$ cat src/rtl/bsg_pkg.sv
// Shared types and constants for the BSG transmit path.
// Register map and control-bit positions are used by the bus register block.
package bsg_pkg;

  typedef enum logic [1:0] {
    IDLE  = 2'd0,
    LOAD  = 2'd1,
    SHIFT = 2'd2,
    DONE  = 2'd3
  } bsg_state_t;

  localparam int BSG_NBITS = 16;

  localparam logic [7:0] BSG_ADDR_CTRL  = 8'd10;
  localparam logic [7:0] BSG_ADDR_DATA1 = 8'd11;
  localparam logic [7:0] BSG_ADDR_DATA2 = 8'd12;

  localparam int TXENABLE = 0;
  localparam int INTMSK   = 1;
  localparam int INTFLAG  = 2;
  localparam int STATUS   = 3;

endpackage

$ cat src/rtl/bsg_baud_tick.sv
// Bit-period divider: counts 0..CLK_DIV-1 while enabled and pulses tick
// on the terminal count so the sequencer advances one bit per period.
module bsg_baud_tick
  import bsg_pkg::*;
#(
  parameter int CLK_DIV = 4
) (
  input  logic clk,
  input  logic rst_n,
  input  logic clr,
  input  logic en,
  output logic tick
);

  localparam int DIV_W = (CLK_DIV > 1) ? $clog2(CLK_DIV) : 1;
  localparam logic [DIV_W-1:0] DIV_LAST = DIV_W'(CLK_DIV - 1);
  localparam logic [DIV_W-1:0] DIV_ONE  = DIV_W'(1);

  logic [DIV_W-1:0] div_cnt_r;
  logic             last_s;

  assign last_s = (div_cnt_r == DIV_LAST);
  assign tick   = en & last_s;

  // Divider counter; only advances while the sequencer is shifting.
  always_ff @(posedge clk) begin
    if (!rst_n) begin
      div_cnt_r <= '0;
    end else if (clr) begin
      div_cnt_r <= '0;
    end else if (en) begin
      if (last_s) begin
        div_cnt_r <= '0;
      end else begin
        div_cnt_r <= div_cnt_r + DIV_ONE;
      end
    end else begin
      div_cnt_r <= div_cnt_r;
    end
  end

endmodule

$ cat src/rtl/bsg_tx_ctrl.sv
// BSG transmit sequencer: latches {data1,data2} and shifts it out MSB first,
// driving STATUS (busy), a done pulse and the sticky INTFLAG.
module bsg_tx_ctrl
  import bsg_pkg::*;
#(
  parameter int CLK_DIV = 4
) (
  input  logic       clk,
  input  logic       rst_n,
  input  logic       tx_enable,
  input  logic       int_mask,
  input  logic       int_clr,
  input  logic [7:0] data1,
  input  logic [7:0] data2,
  output logic       tx_out,
  output logic       tx_busy,
  output logic       done,
  output logic       int_flag
);

  localparam logic [3:0] BIT_LAST = 4'(BSG_NBITS - 1);

  bsg_state_t           state_r, state_s;
  logic [BSG_NBITS-1:0] shreg_r, shreg_s;
  logic [3:0]           bit_cnt_r, bit_cnt_s;
  logic                 tx_out_r, tx_out_s;
  logic                 tx_busy_r, tx_busy_s;
  logic                 done_r, done_s;
  logic                 int_flag_r, int_flag_s;
  logic                 tick_s;

  bsg_baud_tick #(.CLK_DIV(CLK_DIV)) u_baud (
    .clk   (clk),
    .rst_n (rst_n),
    .clr   (state_r == LOAD),
    .en    (state_r == SHIFT),
    .tick  (tick_s)
  );

  // Next-state, datapath and next-output logic; outputs are derived from the
  // next state so they register in step with it.
  always_comb begin
    state_s    = state_r;
    shreg_s    = shreg_r;
    bit_cnt_s  = bit_cnt_r;
    int_flag_s = int_flag_r;
    case (state_r)
      IDLE: begin
        if (tx_enable) begin
          state_s = LOAD;
        end else begin
          state_s = IDLE;
        end
      end
      LOAD: begin
        shreg_s   = {data1, data2};
        bit_cnt_s = 4'd0;
        state_s   = SHIFT;
      end
      SHIFT: begin
        if (tick_s) begin
          shreg_s   = {shreg_r[BSG_NBITS-2:0], 1'b0};
          bit_cnt_s = bit_cnt_r + 4'd1;
          if (bit_cnt_r == BIT_LAST) begin
            state_s = DONE;
          end else begin
            state_s = SHIFT;
          end
        end else begin
          state_s = SHIFT;
        end
      end
      DONE: begin
        state_s = IDLE;
      end
      default: begin
        state_s = IDLE;
      end
    endcase

    // Set from a completed, unmasked frame takes priority over a bus clear.
    if ((state_r == DONE) && int_mask) begin
      int_flag_s = 1'b1;
    end else if (int_clr) begin
      int_flag_s = 1'b0;
    end else begin
      int_flag_s = int_flag_r;
    end

    tx_out_s  = (state_s == SHIFT) ? shreg_s[BSG_NBITS-1] : 1'b1;
    tx_busy_s = (state_s != IDLE);
    done_s    = (state_s == DONE);
  end

  // State, datapath and registered outputs.
  always_ff @(posedge clk) begin
    if (!rst_n) begin
      state_r    <= IDLE;
      shreg_r    <= 16'h0000;
      bit_cnt_r  <= 4'd0;
      tx_out_r   <= 1'b1;
      tx_busy_r  <= 1'b0;
      done_r     <= 1'b0;
      int_flag_r <= 1'b0;
    end else begin
      state_r    <= state_s;
      shreg_r    <= shreg_s;
      bit_cnt_r  <= bit_cnt_s;
      tx_out_r   <= tx_out_s;
      tx_busy_r  <= tx_busy_s;
      done_r     <= done_s;
      int_flag_r <= int_flag_s;
    end
  end

  assign tx_out   = tx_out_r;
  assign tx_busy  = tx_busy_r;
  assign done     = done_r;
  assign int_flag = int_flag_r;

endmodule

$ cat config.mk
export PLATFORM = sky130hd
export DESIGN_NAME = bsg_tx_ctrl
export DESIGN_NICKNAME = d
export VERILOG_FILES = /design/src/rtl/bsg_pkg.sv /design/src/rtl/bsg_baud_tick.sv /design/src/rtl/bsg_tx_ctrl.sv
export SDC_FILE = /design/constraint.sdc
export NUM_CORES = 1
export LEC_CHECK = 0
export ABC_AREA = 1
export CORE_MARGIN = 2
export CORE_UTILIZATION = 50
export CTS_BUF_LIST = sky130_fd_sc_hd__clkbuf_4
export CTS_CLUSTER_DIAMETER = 40
export CTS_CLUSTER_SIZE = 14
export DETAILED_ROUTE_END_ITERATION = 7
export HOLD_SLACK_MARGIN = 0.12
export PLACE_DENSITY = 0.78
export REMOVE_ABC_BUFFERS = 1
export SLEW_MARGIN = 25
export SYNTH_ARGS = -nofsm -noshare
export SYNTH_HDL_FRONTEND = slang
export SYNTH_SLANG_ARGS = --single-unit
$ cat constraint.sdc
create_clock -name clk -period 3.25 [get_ports clk]
set_clock_uncertainty 0.1 [all_clocks]
set_input_delay 0.65 -clock clk [delete_from_list [all_inputs] [get_ports clk]]
set_output_delay 0.65 -clock clk [all_outputs]
set_load 0.005 [all_outputs]
==> impl_metrics.env, run 1 <==
export IMPL_status="completed"
export IMPL_die_w_um=57.3
export IMPL_pin_count=25
export IMPL_vias=1212
export IMPL_detail_route_wl_per_cell_um=11.6
export IMPL_synth_top_area_frac=0.395
export IMPL_crit_family="buffers and inverters"
export IMPL_synth_area_um2=1420
export IMPL_swShare=0.263
export IMPL_grt_setup_unrepaired="false"
export IMPL_dieArea_um2=3280
export IMPL_power_density_nw_per_um2=359
export IMPL_slowest_delay_ns=0.50
export IMPL_power_net_switching_mw=0.158
export IMPL_cp_max_fo=2
export IMPL_htree_levels=1
export IMPL_finalCriticalPeriod_ns=1.92
export IMPL_clk_latency_ns=0.33
export IMPL_power_clock_fraction=0.230
export IMPL_drtPass1Iterations=4
export IMPL_cts_buffers=3
export IMPL_gp_congestion=0.766
export IMPL_syn_to_final_growth_pct=18.0
export IMPL_seq_area_frac_synth=0.395
export IMPL_p_seq_frac=0.594
export IMPL_ant_nets=0
export IMPL_antenna_found_initial=0
export IMPL_final_area_um2=1680
export IMPL_avgSynthCellArea_um2=7.47
export IMPL_antennaDiodeCount=0
export IMPL_yosysUniqueCellTypes=22
export IMPL_core_um2=2730
export IMPL_fin_crit_sh=0.590
export IMPL_die_h_um=57.3
export IMPL_placed_cell_area_um2=1650
export IMPL_slew_viol_final=0
export IMPL_portBuffers=24
export IMPL_cts_buffer_depth=2
export IMPL_synth_warning_count=0
export IMPL_finalSetupViolations=0
export IMPL_grt_pass1_wl_um=4950
export IMPL_startpoint_type="register"
export IMPL_relSlewSlack=0.663
export IMPL_syn_inst=190
export IMPL_cp_cell_sequence="clkdlybuf4s50_1"
export IMPL_synth_largest_area_cell="dfxtp_1"
export IMPL_grt_pass1_vias=1223
export IMPL_worstHoldPathType="register to register"
export IMPL_ir_drop_mv=0.248
export IMPL_internal_power_mw=0.444
export IMPL_synth_area_leaders="dfxtp_1 (39%), nand2_1 (20%), a21oi_2 (6.2%)"
export IMPL_cts_root_buf="clkbuf_4"
export IMPL_rows=19
export IMPL_p_leak_nw=0.718
export IMPL_drive_above_1_share=0.146
export IMPL_p_total_mw=0.602
export IMPL_cts_resized=0
export IMPL_n_fill_cell=267
export IMPL_critPathArrivalTime_ns=1.17
export IMPL_cts_tree="yes"
export IMPL_p_comb_frac=0.176
export IMPL_cts_reportedPaths_clkPinSlew_ns=0.13
export IMPL_cts_setup_buffers=0
export IMPL_grtUsageTotal=0.190
export IMPL_drt_iter0_markers=39
export IMPL_ys_seq_elements=28
export IMPL_hpwl_um=2090
export IMPL_start_util=0.519
export IMPL_drv_cap=0
export IMPL_slowest_stage="clkdlybuf4s50_1"
export IMPL_required_ns=2.50
export IMPL_whs_ns=0.376
export IMPL_crit_type="register to output port"
export IMPL_grt_max_degree=19
export IMPL_cts_sinks=28
export IMPL_finalCoreUtilization=0.613
export IMPL_hold_viol_final=0
export IMPL_wirelength_um=2820
export IMPL_tightest_slew_ns=0.505
export IMPL_r2r_start="state_r[0]"
export IMPL_setup_tns_ns=0
export IMPL_setup_worst_path_start="int_flag"
export IMPL_end_kind="output port"
export IMPL_drc=0
export IMPL_vias_per_cell=4.99
export IMPL_grt_overflow_total=0
export IMPL_hold_start="shreg_r[1]"
export IMPL_nets=242
export IMPL_crit_buf_inv=1
export IMPL_max_freq_mhz=521
export IMPL_holdBufCountCts=0
-- routing by layer --
| metal | wire length [µm] | vias up | GRT usage |
|---|---|---|---|
| met1 | 1270 | 536 | 0.220 |
| li1 | - | 637 | - |
| met3 | 142 | 5 | 0.0295 |
| met5 | 0 | - | 0 |
| met2 | 1370 | 34 | 0.355 |
| met4 | 35 | 0 | 0.0598 |
-- cells by family after synthesis --
family	Yosys count	synth area share
buffers and inverters	22	0.0863
AO/OA/AOI/OAI	26	0.123
AND/OR/NAND/NOR	107	0.334
flip-flops	28	0.395
adder cells (fa/ha/maj)	7	0.0617
-- power groups by stage --
stage          logic [mW]  clock network, mW  registers [mW]
2_1_floorplan      0.0586                  0           0.364
6_report            0.106              0.138           0.357
4_1_cts             0.107              0.143           0.358
3_3_place_gp        0.104                  0           0.365
3_5_place_dp        0.106                  0           0.365
5_1_grt             0.118              0.158           0.358
-- cells in the mapped netlist (all sizes together) --
master  count
inv        15
nand3       2
nand4       2
o211ai      1
o211a       1
nor2       11
nor3        3
nand2      89
ha          7
a21oi      20
o21ai       4
buf         7
dfxtp      28
-- per-stage QoR --
step                cells  setup slack, ns
floorplan             183             1.59
global placement      240             1.24
detailed placement    240             1.19
CTS                   243             1.31
global route          243             1.19
finish                243             1.33
-- registers in the layout, summed over array words and instances (netlist names) --
| signal | cells |
|---|---|
| state_r | 2 |
| shreg_r | 16 |
| int_flag | 1 |
| u_baud.div_cnt_r | 2 |
| bit_cnt_r | 4 |
| tx_out | 1 |
| done | 1 |
| tx_busy | 1 |
-- cell type report --
cell class | count | area [µm²] | share of cell area
Clock buffer | 3 | 22.5 | 0.0134
Inverter | 15 | 61.3 | 0.0366
Tap cell | 31 | 38.8 | 0.0232
Multi-Input combinational cell | 140 | 737 | 0.440
Sequential cell | 28 | 561 | 0.335
Timing Repair Buffer | 26 | 255 | 0.152
-- worst reg2reg max path: cells and delay by family, from the launching register on --
kind / cells / cell delay, ns
buf+inv: 1 / 0.11
simple gates: 5 / 0.83
flops: 1 / 0.36
fa+ha+maj: 1 / 0.26
compound gates: 1 / 0.13
-- path summary, 6_finish.rpt --
| path | to | slack [ns] | cells after the start |
|---|---|---|---|
| max reg2reg | shreg_r[12] | 1.40 | 8 |
| min reg2reg | shreg_r[1] | 0.38 | 2 |
| max | int_flag | 1.33 | 1 |
| min | shreg_r[1] | 0.38 | 2 |
-- cell usage in the layout, fill, tap and decap left out, drive strengths merged, types with 3 or more instances in the layout --
cell            n
inv            15
a21oi          20
nor2           11
clkdlybuf4s50  24
ha              7
nor3            3
clkbuf          3
dfxtp          28
o21ai           4
nand2          89
No activity file was read; power rests on OpenSTA's default activity.
==> inputs of run 2 (changes only) <==
--- a/config.mk
+++ b/config.mk
@@ -7,13 +7,13 @@
 export LEC_CHECK = 0
 export ABC_AREA = 1
 export CORE_MARGIN = 2
-export CORE_UTILIZATION = 50
+export CORE_UTILIZATION = 49
 export CTS_BUF_LIST = sky130_fd_sc_hd__clkbuf_4
 export CTS_CLUSTER_DIAMETER = 40
 export CTS_CLUSTER_SIZE = 14
 export DETAILED_ROUTE_END_ITERATION = 7
 export HOLD_SLACK_MARGIN = 0.12
-export PLACE_DENSITY = 0.78
+export PLACE_DENSITY = 0.8
 export REMOVE_ABC_BUFFERS = 1
 export SLEW_MARGIN = 25
 export SYNTH_ARGS = -nofsm -noshare
==> constraint.sdc (replaced) <==
create_clock -name clk -period 1.6 [get_ports clk]
set_clock_uncertainty 0.1 [all_clocks]
set_input_delay 0.32 -clock clk [delete_from_list [all_inputs] [get_ports clk]]
set_output_delay 0.32 -clock clk [all_outputs]
set_load 0.005 [all_outputs]
==> run 2 against run 1 <==
Cell count up 4.5%. Setup slack worse by 1.2 ns. Sequential power up 100%. Design area up 7.5%. Critical path depth up 7. Non-clock buffer count up 9. Combinational power up 140%. Largest power group unchanged.
==> impl_metrics.env, run 2 (synthesis results as in run 1) <==
export IMPL_tightest_slew_ns=0.256
export IMPL_power_density_nw_per_um2=710
export IMPL_slew_viol_final=0
export IMPL_whs_ns=0.362
export IMPL_end_kind="register"
export IMPL_syn_to_final_growth_pct=26.8
export IMPL_worstHoldPathType="register to register"
export IMPL_p_leak_nw=0.802
export IMPL_drtPass1Iterations=4
export IMPL_dieArea_um2=3340
export IMPL_detail_route_wl_per_cell_um=10.8
export IMPL_antenna_found_initial=0
export IMPL_portBuffers=24
export IMPL_critPathArrivalTime_ns=1.66
export IMPL_drv_cap=0
export IMPL_grt_max_degree=16
export IMPL_clk_latency_ns=0.33
export IMPL_pin_count=25
export IMPL_cts_sinks=28
export IMPL_ir_drop_mv=0.532
export IMPL_cts_buffers=3
export IMPL_vias_per_cell=4.81
export IMPL_cts_tree="yes"
export IMPL_grt_pass1_vias=1098
export IMPL_die_w_um=57.8
export IMPL_nets=252
export IMPL_relSlewSlack=0.829
export IMPL_drc=0
export IMPL_ant_nets=0
export IMPL_rows=19
export IMPL_grtUsageTotal=0.181
export IMPL_holdBufCountCts=0
export IMPL_start_util=0.515
export IMPL_status="completed"
export IMPL_core_um2=2760
export IMPL_die_h_um=57.8
export IMPL_finalSetupViolations=0
export IMPL_drive_above_1_share=0.229
export IMPL_hpwl_um=2000
export IMPL_largest_register_ff_count=16
export IMPL_htree_levels=1
export IMPL_hold_viol_final=0
export IMPL_n_fill_cell=252
export IMPL_finalCriticalPeriod_ns=1.50
export IMPL_cts_buffer_depth=2
export IMPL_final_common_cell="nand2_1"
export IMPL_grt_overflow_total=0
export IMPL_crit_type="register to register"
export IMPL_grt_pass1_wl_um=4740
export IMPL_regMostFlops="shreg_r"
export IMPL_drt_iter0_markers=37
export IMPL_finalCoreUtilization=0.653
export IMPL_vias=1222
export IMPL_antennaDiodeCount=0
export IMPL_cts_root_buf="clkbuf_4"
export IMPL_fin_crit_sh=0.939
export IMPL_cts_reportedPaths_clkPinSlew_ns=0.15
export IMPL_wirelength_um=2750
export IMPL_mostFrequentLayoutCells="nand2_1 (75), dfxtp_1 (25), clkdlybuf4s50_1 (20)"
export IMPL_p_total_mw=1.28
export IMPL_required_ns=1.76
export IMPL_reg_top3="shreg_r: 16 flops, bit_cnt_r: 4 flops"
export IMPL_startpoint_type="register"
export IMPL_gp_congestion=0.789
export IMPL_max_freq_mhz=665
export IMPL_cts_setup_buffers=0
export IMPL_cp_max_fo=9
run 2: through the flow:
stage | instance area [µm²] | TNS (ns) | worst slack, ns | instances
after floorplan | 1360 | -0.701 | -0.0622 | 183
after global placement | 1730 | 0 | 0.0477 | 249
after detailed placement | 1730 | -0.0102 | -0.00744 | 249
after CTS | 1770 | 0 | 0.00305 | 254
after global routing | 1800 | -0.0120 | -0.00647 | 254
final | 1800 | 0 | 0.0970 | 254
run 2: worst max-delay path: stages, from the launching register on:
cell and delay [ns]:
dfxtp_2 0.42, inv_1 0.08, ha_2 0.21, nand2_4 0.09, nand2_4 0.06, inv_6 0.09, buf_4 0.16, nand2_1 0.06
a21oi_1 0.15
run 2: worst paths after layout:
path / startpoint / to / slack, ns / cells after the start
worst max-delay path: state_r[1] / shreg_r[0] / 0.1 / 8
worst min-delay path: int_flag / int_flag / 0.36 / 2
worst max register to register: state_r[1] / shreg_r[0] / 0.1 / 8
worst min register to register: int_flag / int_flag / 0.36 / 2
run 2: layout make-up:
class / instances / area (µm²) / area share
tap: 31 / 38.8 / 0.0215
multi-input combinational: 141 / 768 / 0.427
clock inverter: 1 / 3.75 / 0.00208
clock buffer: 3 / 22.5 / 0.0125
sequential: 28 / 564 / 0.313
inverter: 15 / 61.3 / 0.0341
timing repair buffer: 35 / 342 / 0.190
run 2: routing by layer:
layer | vias up | part of all wire | GRT usage
met2 | 25 | 0.46 | 0.297
met3 | 5 | 0.042 | 0.0290
li1 | 663 | - | -
met5 | - | 0 | 0
met4 | 0 | 0.015 | 0.0598
met1 | 529 | 0.48 | 0.244
run 2: timing repair:
action	in CTS	in global routing
pin swaps	2	3
endpoints found under the setup margin	14	21
gates resized for setup	3	12
gates cloned	1	0
run 2: report_power, final:
group / total (mW) / internal [mW] / switching, mW
registers: 0.729 / 0.717 / 0.0119
logic: 0.251 / 0.120 / 0.131
clock network: 0.298 / 0.0917 / 0.207
total: 1.28 / 0.929 / 0.349
==> inputs of run 3 (changes only) <==
--- a/config.mk
+++ b/config.mk
@@ -6,14 +6,16 @@
 export NUM_CORES = 1
 export LEC_CHECK = 0
 export ABC_AREA = 1
+export CELL_PAD_IN_SITES_DETAIL_PLACEMENT = 0
+export CELL_PAD_IN_SITES_GLOBAL_PLACEMENT = 1
 export CORE_MARGIN = 2
-export CORE_UTILIZATION = 49
+export CORE_UTILIZATION = 35
 export CTS_BUF_LIST = sky130_fd_sc_hd__clkbuf_4
 export CTS_CLUSTER_DIAMETER = 40
 export CTS_CLUSTER_SIZE = 14
 export DETAILED_ROUTE_END_ITERATION = 7
 export HOLD_SLACK_MARGIN = 0.12
-export PLACE_DENSITY = 0.8
+export PLACE_DENSITY = 0.79
 export REMOVE_ABC_BUFFERS = 1
 export SLEW_MARGIN = 25
 export SYNTH_ARGS = -nofsm -noshare
==> run 3 against run 2 <==
Setup slack better by 0.023 ns. Combinational power grew 2%. Die area up 37%. Global-route usage fell by 3.4 points. Fmax rose by 1.6%. Design area up 1.9%. Total power increased by 0.99%. Critical path depth is 1 higher. Routed wire length is 8.3% higher. Sequential share of layout area fell by 0.24 points. Highest routed layer unchanged.
==> impl_metrics.env, run 3 (synthesis results as in run 1) <==
export IMPL_status="completed"
export IMPL_layout_setup_ws_ns=0.120
export IMPL_final_common_cell="nand2_1"
export IMPL_required_ns=1.78
export IMPL_fin_crit_sh=0.925
export IMPL_reg2reg_to="shreg_r[7]"
export IMPL_nets=251
export IMPL_antenna_found_initial=0
export IMPL_reg_top3="shreg_r: 16 flops, bit_cnt_r: 4 flops"
export IMPL_crit_type="register to register"
export IMPL_die_h_um=67.7
export IMPL_slew_viol_final=0
export IMPL_grt_pass1_vias=1239
export IMPL_dieArea_um2=4580
export IMPL_wirelength_um=2980
export IMPL_grt_pass1_wl_um=5170
export IMPL_ant_nets=0
export IMPL_cts_buffer_depth=2
export IMPL_drv_cap=0
export IMPL_hold_viol_final=0
export IMPL_finalCriticalPeriod_ns=1.48
export IMPL_p_total_mw=1.29
export IMPL_vias_per_cell=4.49
export IMPL_drt_iter0_markers=38
export IMPL_setup_tns_ns=0
export IMPL_final_area_um2=1830
export IMPL_mostFrequentLayoutCells="nand2_1 (76), dfxtp_1 (22), clkdlybuf4s50_1 (20)"
export IMPL_r2r_cells=9
export IMPL_die_w_um=67.7
export IMPL_finalSetupViolations=0
export IMPL_core_um2=3940
export IMPL_grt_max_degree=17
export IMPL_dp_cells=267
export IMPL_pin_count=25
export IMPL_tightest_slew_ns=0.253
export IMPL_vias=1220
export IMPL_rows=23
export IMPL_n_fill_cell=422
export IMPL_r2r_slack_ns=0.12
export IMPL_placed_cell_area_um2=1760
export IMPL_cts_setup_buffers=0
export IMPL_gp_congestion=0.822
export IMPL_ir_drop_mv=0.280
export IMPL_clk_latency_ns=0.33
export IMPL_hold_depth=2
export IMPL_cp_max_fo=6
export IMPL_end_kind="register"
export IMPL_drtPass1Iterations=4
export IMPL_drc=0
export IMPL_grt_overflow_total=0
export IMPL_grtUsageTotal=0.147
export IMPL_drive_above_1_share=0.234
export IMPL_hold_path_endpoint="int_flag"
export IMPL_power_density_nw_per_um2=704
export IMPL_critPathArrivalTime_ns=1.66
export IMPL_cts_reportedPaths_clkPinSlew_ns=0.15
export IMPL_htree_levels=1
export IMPL_fin_cells=272
export IMPL_antennaDiodeCount=0
export IMPL_max_freq_mhz=676
export IMPL_cts_buffers=3
export IMPL_r2r_start="state_r[0]"
export IMPL_cts_root_buf="clkbuf_4"
export IMPL_place_ws_ns=-0.0215
export IMPL_setup_worst_path_start="state_r[0]"
export IMPL_largest_register_ff_count=16
export IMPL_grt_setup_unrepaired="false"
export IMPL_p_leak_nw=0.789
export IMPL_relSlewSlack=0.831
export IMPL_holdBufCountCts=0
export IMPL_startpoint_type="register"
export IMPL_detail_route_wl_per_cell_um=10.9
export IMPL_syn_to_final_growth_pct=29.2
export IMPL_cts_sinks=28
export IMPL_portBuffers=24
export IMPL_hold_start="int_flag"
export IMPL_hpwl_um=2130
export IMPL_cts_tree="yes"
export IMPL_worstHoldPathType="register to register"
export IMPL_regMostFlops="shreg_r"
export IMPL_start_util=0.360
run 3: cell count changes in the layout (fill, tap and decap cells not counted):
cell / previous run / this run
nand2_1: 75 / 76
dlygate4sd2_1: 1 / 2
buf_12: 1 / 2
nor2_4: 1 / 2
buf_4: 10 / 8
dfxtp_1: 25 / 22
dlymetal6s2s_1: 3 / 2
dfxtp_4: 0 / 1
nand2_2: 12 / 11
nor2_2: 1 / 0
dfxtp_2: 3 / 5
run 3: stage by stage:
stage | utilization | hold slack [ns]
6_report | 0.465 | 0.364
3_5_place_dp | 0.447 | 0.354
5_1_grt | 0.465 | 0.384
2_1_floorplan | - | 0.344
4_1_cts | 0.456 | 0.370
3_3_place_gp | 0.447 | 0.352
run 3: layout make-up:
cell class                 count  area, µm²  area share
sequential                    28        571       0.311
multi-input combinational    141        771       0.420
tap                           50       62.6      0.0341
clock inverter                 1       3.75     0.00205
inverter                      15       61.3      0.0334
clock buffer                   3       22.5      0.0123
timing repair buffer          34        343       0.187
run 3: where the power goes:
group / total, mW / switching (mW) / leakage (nW) / internal [mW]
Clock: 0.304 / 0.212 / 0.0154 / 0.0915
Sequential: 0.729 / 0.0112 / 0.228 / 0.718
Combinational: 0.257 / 0.135 / 0.545 / 0.122
Total: 1.29 / 0.359 / 0.789 / 0.932
run 3: critical path, cell delays in order (launching register included):
cell and delay, ns:
dfxtp_2 0.38, inv_2 0.07, ha_4 0.17, inv_2 0.09
nand2_4 0.07, nand2_4 0.08, inv_6 0.05, nor2_4 0.23
nand2_2 0.08, a21oi_2 0.11
run 3: what timing repair did:
| action | in CTS | in global routing |
|---|---|---|
| setup endpoints to repair | 15 | 20 |
| gates cloned | 1 | 0 |
| pin swaps | 2 | 1 |
| endpoints found under the hold margin | 0 | 0 |
| resized for setup | 4 | 15 |
run 3: layer usage:
layer	wire, µm	track usage	vias up
li1	-	-	655
met1	1480	0.183	534
met2	1320	0.255	27
met3	144	0.0233	4
met4	26	0.0536	0
met5	0	0	-
run 3: how the worst max path moves through the flow:
stage | endpoint | slack [ns] | cells past startpoint
2_1_floorplan | shreg_r[1] | -0.06 | 8
3_3_place_gp | shreg_r[10] | 0.04 | 9
3_5_place_dp | shreg_r[2] | -0.02 | 9
4_1_cts | tx_busy | 0.009 | 1
5_1_grt | shreg_r[7] | 0.004 | 9
6_report | shreg_r[7] | 0.12 | 9
